**src/rtl/pixel_sequencer.sv**
```systemverilog
// Pixel-array frame sequencer: erase/expose/convert phases, then row-by-row
// readout of the array onto an AXI-Stream master, one sample per beat.
module pixel_sequencer #(
  parameter int ROWS           = 2,
  parameter int COLUMNS        = 2,
  parameter int DATA_W         = 8,
  parameter int ERASE_CYCLES   = 4,
  parameter int EXPOSE_CYCLES  = 255,
  parameter int CONVERT_CYCLES = 255
) (
  input  logic                      clk,
  input  logic                      reset,
  input  logic                      trigger,
  output logic                      erase,
  output logic                      expose,
  output logic                      convert,
  output logic [ROWS-1:0]           read_row,
  input  logic [COLUMNS*DATA_W-1:0] pix_data,
  input  logic                      m_tready,
  output logic                      m_tvalid,
  output logic [DATA_W-1:0]         m_tdata,
  output logic                      m_tlast,
  output logic                      busy,
  output logic                      overrun
);

  localparam int MAX_EC    = (ERASE_CYCLES > EXPOSE_CYCLES) ? ERASE_CYCLES : EXPOSE_CYCLES;
  localparam int MAX_PHASE = (MAX_EC > CONVERT_CYCLES) ? MAX_EC : CONVERT_CYCLES;
  localparam int CNT_W     = $clog2(MAX_PHASE) + 1;
  localparam int ROW_W     = (ROWS > 1) ? $clog2(ROWS) : 1;
  localparam int COL_W     = (COLUMNS > 1) ? $clog2(COLUMNS) : 1;

  localparam logic [CNT_W-1:0] ERASE_LAST   = CNT_W'(ERASE_CYCLES - 1);
  localparam logic [CNT_W-1:0] EXPOSE_LAST  = CNT_W'(EXPOSE_CYCLES - 1);
  localparam logic [CNT_W-1:0] CONVERT_LAST = CNT_W'(CONVERT_CYCLES - 1);
  localparam logic [ROW_W-1:0] ROW_LAST     = ROW_W'(ROWS - 1);
  localparam logic [COL_W-1:0] COL_LAST     = COL_W'(COLUMNS - 1);

  typedef enum logic [2:0] {
    IDLE,
    ERASE,
    EXPOSE,
    CONVERT,
    ROW_SEL,
    CAPTURE,
    SEND
  } state_t;

  state_t                    state, state_next;
  logic [CNT_W-1:0]          phase_cnt;
  logic [ROW_W-1:0]          row;
  logic [COL_W-1:0]          col;
  logic [COLUMNS*DATA_W-1:0] row_buf;
  logic                      phase_done;
  logic                      last_row, last_col;

  assign last_row = (row == ROW_LAST);
  assign last_col = (col == COL_LAST);
  assign busy     = (state != IDLE);
  assign m_tdata  = row_buf[col*DATA_W +: DATA_W];

  always_comb begin
    case (state)
      ERASE:   phase_done = (phase_cnt == ERASE_LAST);
      EXPOSE:  phase_done = (phase_cnt == EXPOSE_LAST);
      CONVERT: phase_done = (phase_cnt == CONVERT_LAST);
      default: phase_done = 1'b0;
    endcase
  end

  // NOTE: state and counters update with non-blocking assignments so every
  // register samples the values from before the edge, independent of order.
  always_ff @(posedge clk) begin
    if (reset) state <= IDLE;
    else       state <= state_next;
  end

  // NOTE: every output gets a default before the case statement; a path that
  // left one unassigned would infer a latch.
  always_comb begin
    state_next = state;
    erase      = 1'b0;
    expose     = 1'b0;
    convert    = 1'b0;
    read_row   = '0;
    m_tvalid   = 1'b0;
    m_tlast    = 1'b0;
    case (state)
      IDLE:    if (trigger) state_next = ERASE;
      ERASE: begin
        erase = 1'b1;
        if (phase_done) state_next = EXPOSE;
      end
      EXPOSE: begin
        expose = 1'b1;
        if (phase_done) state_next = CONVERT;
      end
      CONVERT: begin
        convert = 1'b1;
        if (phase_done) state_next = ROW_SEL;
      end
      ROW_SEL: begin
        read_row   = ROWS'(1) << row;
        state_next = CAPTURE;
      end
      CAPTURE: begin
        read_row   = ROWS'(1) << row;
        state_next = SEND;
      end
      SEND: begin
        m_tvalid = 1'b1;
        m_tlast  = last_row && last_col;
        if (m_tready && last_col) state_next = last_row ? IDLE : ROW_SEL;
      end
      default: state_next = IDLE;
    endcase
  end

  // NOTE: the row buffer is a plain register vector, so it takes the
  // synchronous reset like every other flop and reads back as zero afterwards.
  always_ff @(posedge clk) begin
    if (reset) begin
      phase_cnt <= '0;
      row       <= '0;
      col       <= '0;
      row_buf   <= '0;
      overrun   <= 1'b0;
    end else begin
      if (busy && trigger) overrun <= 1'b1;

      if (phase_done || !(state inside {ERASE, EXPOSE, CONVERT})) phase_cnt <= '0;
      else                                                       phase_cnt <= phase_cnt + 1'b1;

      case (state)
        IDLE: begin
          row <= '0;
          col <= '0;
        end
        CAPTURE: begin
          row_buf <= pix_data;
          col     <= '0;
        end
        // Column advances only on an accepted beat; row stops at the last one.
        SEND: if (m_tready) begin
          if (last_col) begin
            col <= '0;
            if (!last_row) row <= row + 1'b1;
          end else begin
            col <= col + 1'b1;
          end
        end
        default: ;
      endcase
    end
  end

endmodule
```
**config.mk**
```make
export PLATFORM = sky130hd
export DESIGN_NAME = pixel_sequencer
export DESIGN_NICKNAME = d
export VERILOG_FILES = /design/src/rtl/pixel_sequencer.sv
export SDC_FILE = /design/constraint.sdc
export NUM_CORES = 1
export LEC_CHECK = 0
export ABC_AREA = 1
export CORE_ASPECT_RATIO = 0.75
export CORE_MARGIN = 2
export CORE_UTILIZATION = 43
export CTS_CLUSTER_DIAMETER = 200
export CTS_CLUSTER_SIZE = 40
export DETAILED_ROUTE_END_ITERATION = 16
export GPL_TIMING_DRIVEN = 0
export PLACE_DENSITY = 0.77
export RECOVER_POWER = 50
export SKIP_LAST_GASP = 1
export SLEW_MARGIN = 20
export SYNTH_ARGS = -nofsm -noshare
export SYNTH_HDL_FRONTEND = slang
export SYNTH_SLANG_ARGS = --single-unit
```
**constraint.sdc**
```tcl
create_clock -name clk -period 1.3 [get_ports clk]
set_clock_uncertainty 0.1 [all_clocks]
set_input_delay 0.325 -clock clk [delete_from_list [all_inputs] [get_ports clk]]
set_output_delay 0.325 -clock clk [all_outputs]
set_load 0.01 [all_outputs]
```
==> flow_summary.yaml <==
pwr:
  power_density_nw_per_um2: 1300
  peakVddDrop_mv: 1.02
  totalPowerFinal_mw: 3.21
  leakagePower_nw: 0.993
clock_network:
  cts_tree: "yes"
  cts_hold_buf: 0
  worstSkewPairLatency_ps: 280
  numCtsBuffers: 5
  clock_sinks: 31
  clk_pin_slew_ps: 60
  htreeDepth: 2
  clock-root-buffer: "clkbuf_8"
  cts_buffer_depth: 2
synth:
  syn_avg_cell_area_um2: 7.02
  syn_nets: 232
  synth_area_um2: 1480
  yosysSeqAreaShare_pct: 41.9
  syn-instance-count: 211
  synth_seq_cells: 31
  yosys.cell_types.count: 26
  ys_warn_count: 0
layout:
  nFillCells: 222
  final_cell_mix: "inv_1 (26), dfxtp_1 (22), nor2_1 (21), nand2_1 (20), clkdlybuf4s50_1 (18)"
  antenna_cells: 0
  final_common_cell: "inv_1"
  instances_no_fill: 314
  syn2layout_area_growth_pct: 66.1
  final_core_util_pct: 74.8
  postLayoutCellArea_um2: 2460
  layout-drive-gt1-share_pct: 43.8
  nNetsFinal: 294
worst_setup_path:
  end_kind: "output pin"
  timing.reg2reg.setup_slack_ps: -250
  slowest_stage: "dfxtp_4"
  cpPeakStageDelay_ps: 390
  cp_top_family: "buffers and inverters"
  crit_chain: "inv_4, nand3_4, clkbuf_16, a21oi_4, buf_2"
  cp.required_ps: 880
  worstPathArrival_ps: 1260
  path_depth: 5
  critPathLaunch: "state[1]"
  crit_path_max_fanout: 4
  start_kind: "flop"
  worstReg2RegStart: "state[2]"
  crit_type: "reg -> out"
  reg2regPathDepth: 12
  cp_num_buf_inv: 3
  crit_end: "read_row[1]"
  r2r-end: "state[1]"
routing:
  vias: 1623
  drc: 0
  viasPerCell: 5.17
  ant_nets: 0
  drtIter0Drc: 87
  wl_per_cell_um: 14.8
  dr.pass1.iters: 4
  routed_wl_um: 4640
timing:
  final_max_slew_viol_count: 0
  tns_ps: -6070
  slew_headroom_pct: 66.2
  max_freq_mhz: 592
  hold_slack_ps: 355
  fin_crit_sh_pct: 130
  finalHoldViolCount: 0
  worst_slack_ps: -390
  rsz0062_at_grt: "yes"
  period_minus_slack_ps: 1690
  tightest_slew_ps: 505
  setup_viol_count_final: 31
placement:
  detailed_place.area_um2: 1980
  port_buffers: 36
  pre_cts_slack_ps: -650
  place_inst: 287
  place.detailed.hpwl_um: 2610
  gp_congestion: 0.767
die:
  ioPinCount: 37
  die_area_um2: 3940
  core.rowCount: 18
  start_util_pct: 45.1
  core_area_um2: 3290
  die_w_um: 71.8
  die_h_um: 54.8
worst_hold_path:
  hold_path_class: "reg -> reg"
flow_run:
  maxCapViolations: 0
grt:
  antenna_found_initial: 0
  grt_pass1_wl_um: 6380
  grt_max_degree: 12
  grt.total_usage_pct: 21.7
  overflow: 0
  grt_pass1_vias: 1387
outcome:
  violations: "negative setup slack"
  status: "finished with violations"
[registers in the layout, indices dropped and copies added, names as in the netlist]
name	count
phase_cnt	9
last_row	1
overrun	1
state	3
col	1
row_buf	16
[power by group]
group | total [mW] | switching [mW] | internal [mW] | leakage [nW]
combinational | 1.21 | 0.682 | 0.530 | 0.686
clock | 0.834 | 0.351 | 0.483 | 0.0515
sequential | 1.16 | 0.113 | 1.05 | 0.256
total | 3.21 | 1.15 | 2.06 | 0.993
[per-layer routing]
layer  vias up  part of all wire [%]  track usage [%]
li1        805                     -                -
met1       774                    45             28.7
met2        39                    50             34.9
met3         5                   4.9             5.52
met4         0                  0.82             7.55
met5         -                     0                0
[kinds of logic (layout without fill, tap and decap cells)]
logic type               count (synthesis)  in the layout  synth area share [%]
XOR/XNOR                                 4              4                  2.37
buffers and inverters                   43            105                  11.3
adder cells (fa/ha/maj)                  1              1                 0.844
AND/OR/NAND/NOR                         78             79                  25.1
flip-flops                              31             31                  41.9
AO/OA/AOI/OAI                           54             54                  18.5
[synth_stat cells]
cell	instances	share of area (%)
inv_2	2	0.51
inv_1	32	8.1
nand4_1	5	2.1
clkinv_1	1	0.25
or2_0	1	0.42
buf_2	2	0.68
nand2_1	31	7.9
nand3_2	3	2.0
nor2_4	1	0.76
nand3_1	7	2.4
buf_4	1	0.51
xnor2_1	1	0.59
nor3_1	1	0.34
a21oi_2	1	0.59
nor3_4	1	1.1
a21oi_1	26	8.8
nor2_1	22	5.6
nor2_2	1	0.42
ha_1	1	0.84
xor2_1	3	1.8
o21ai_0	25	8.4
clkbuf_1	5	1.3
nor4_1	1	0.42
nand2_2	4	1.7
dfxtp_1	31	42
o21ai_1	2	0.68
[worst min-delay path by stage]
stage,start,to,slack [ps],depth (start not counted)
global route,row_buf[0],row_buf[0],380,2
global placement,row_buf[10],row_buf[10],330,2
CTS,row_buf[6],row_buf[6],360,2
floorplan,reset,state[2],290,1
finish,row_buf[0],row_buf[0],360,2
detailed placement,row_buf[13],row_buf[13],340,2
[final cells by class]
type	count	area (um^2)	share of cell area [%]
plain buffers	8	123	4.98
clock buffers	8	100	4.07
inverters	35	139	5.64
multi-input cells	138	942	38.3
flip-flops and latches	31	642	26.1
well taps	40	50.0	2.03
repair buffers	54	465	18.9
[worst reg2reg max path: cells and delay by family, from the launching register on]
kind                   cells  cell delay, ps
buffers and inverters      5             550
DFF                        1             330
AOI/OAI and AO/OA          1              80
and+or+nand+nor            6             390
[what timing repair did]
action                     4_1_cts  5_1_grt
setup buffers                   13        5
pin swaps                       15       10
setup endpoints to repair       47       42
gates cloned                     2        0
resized for setup              129       49
(Power assumes the default switching activity.)
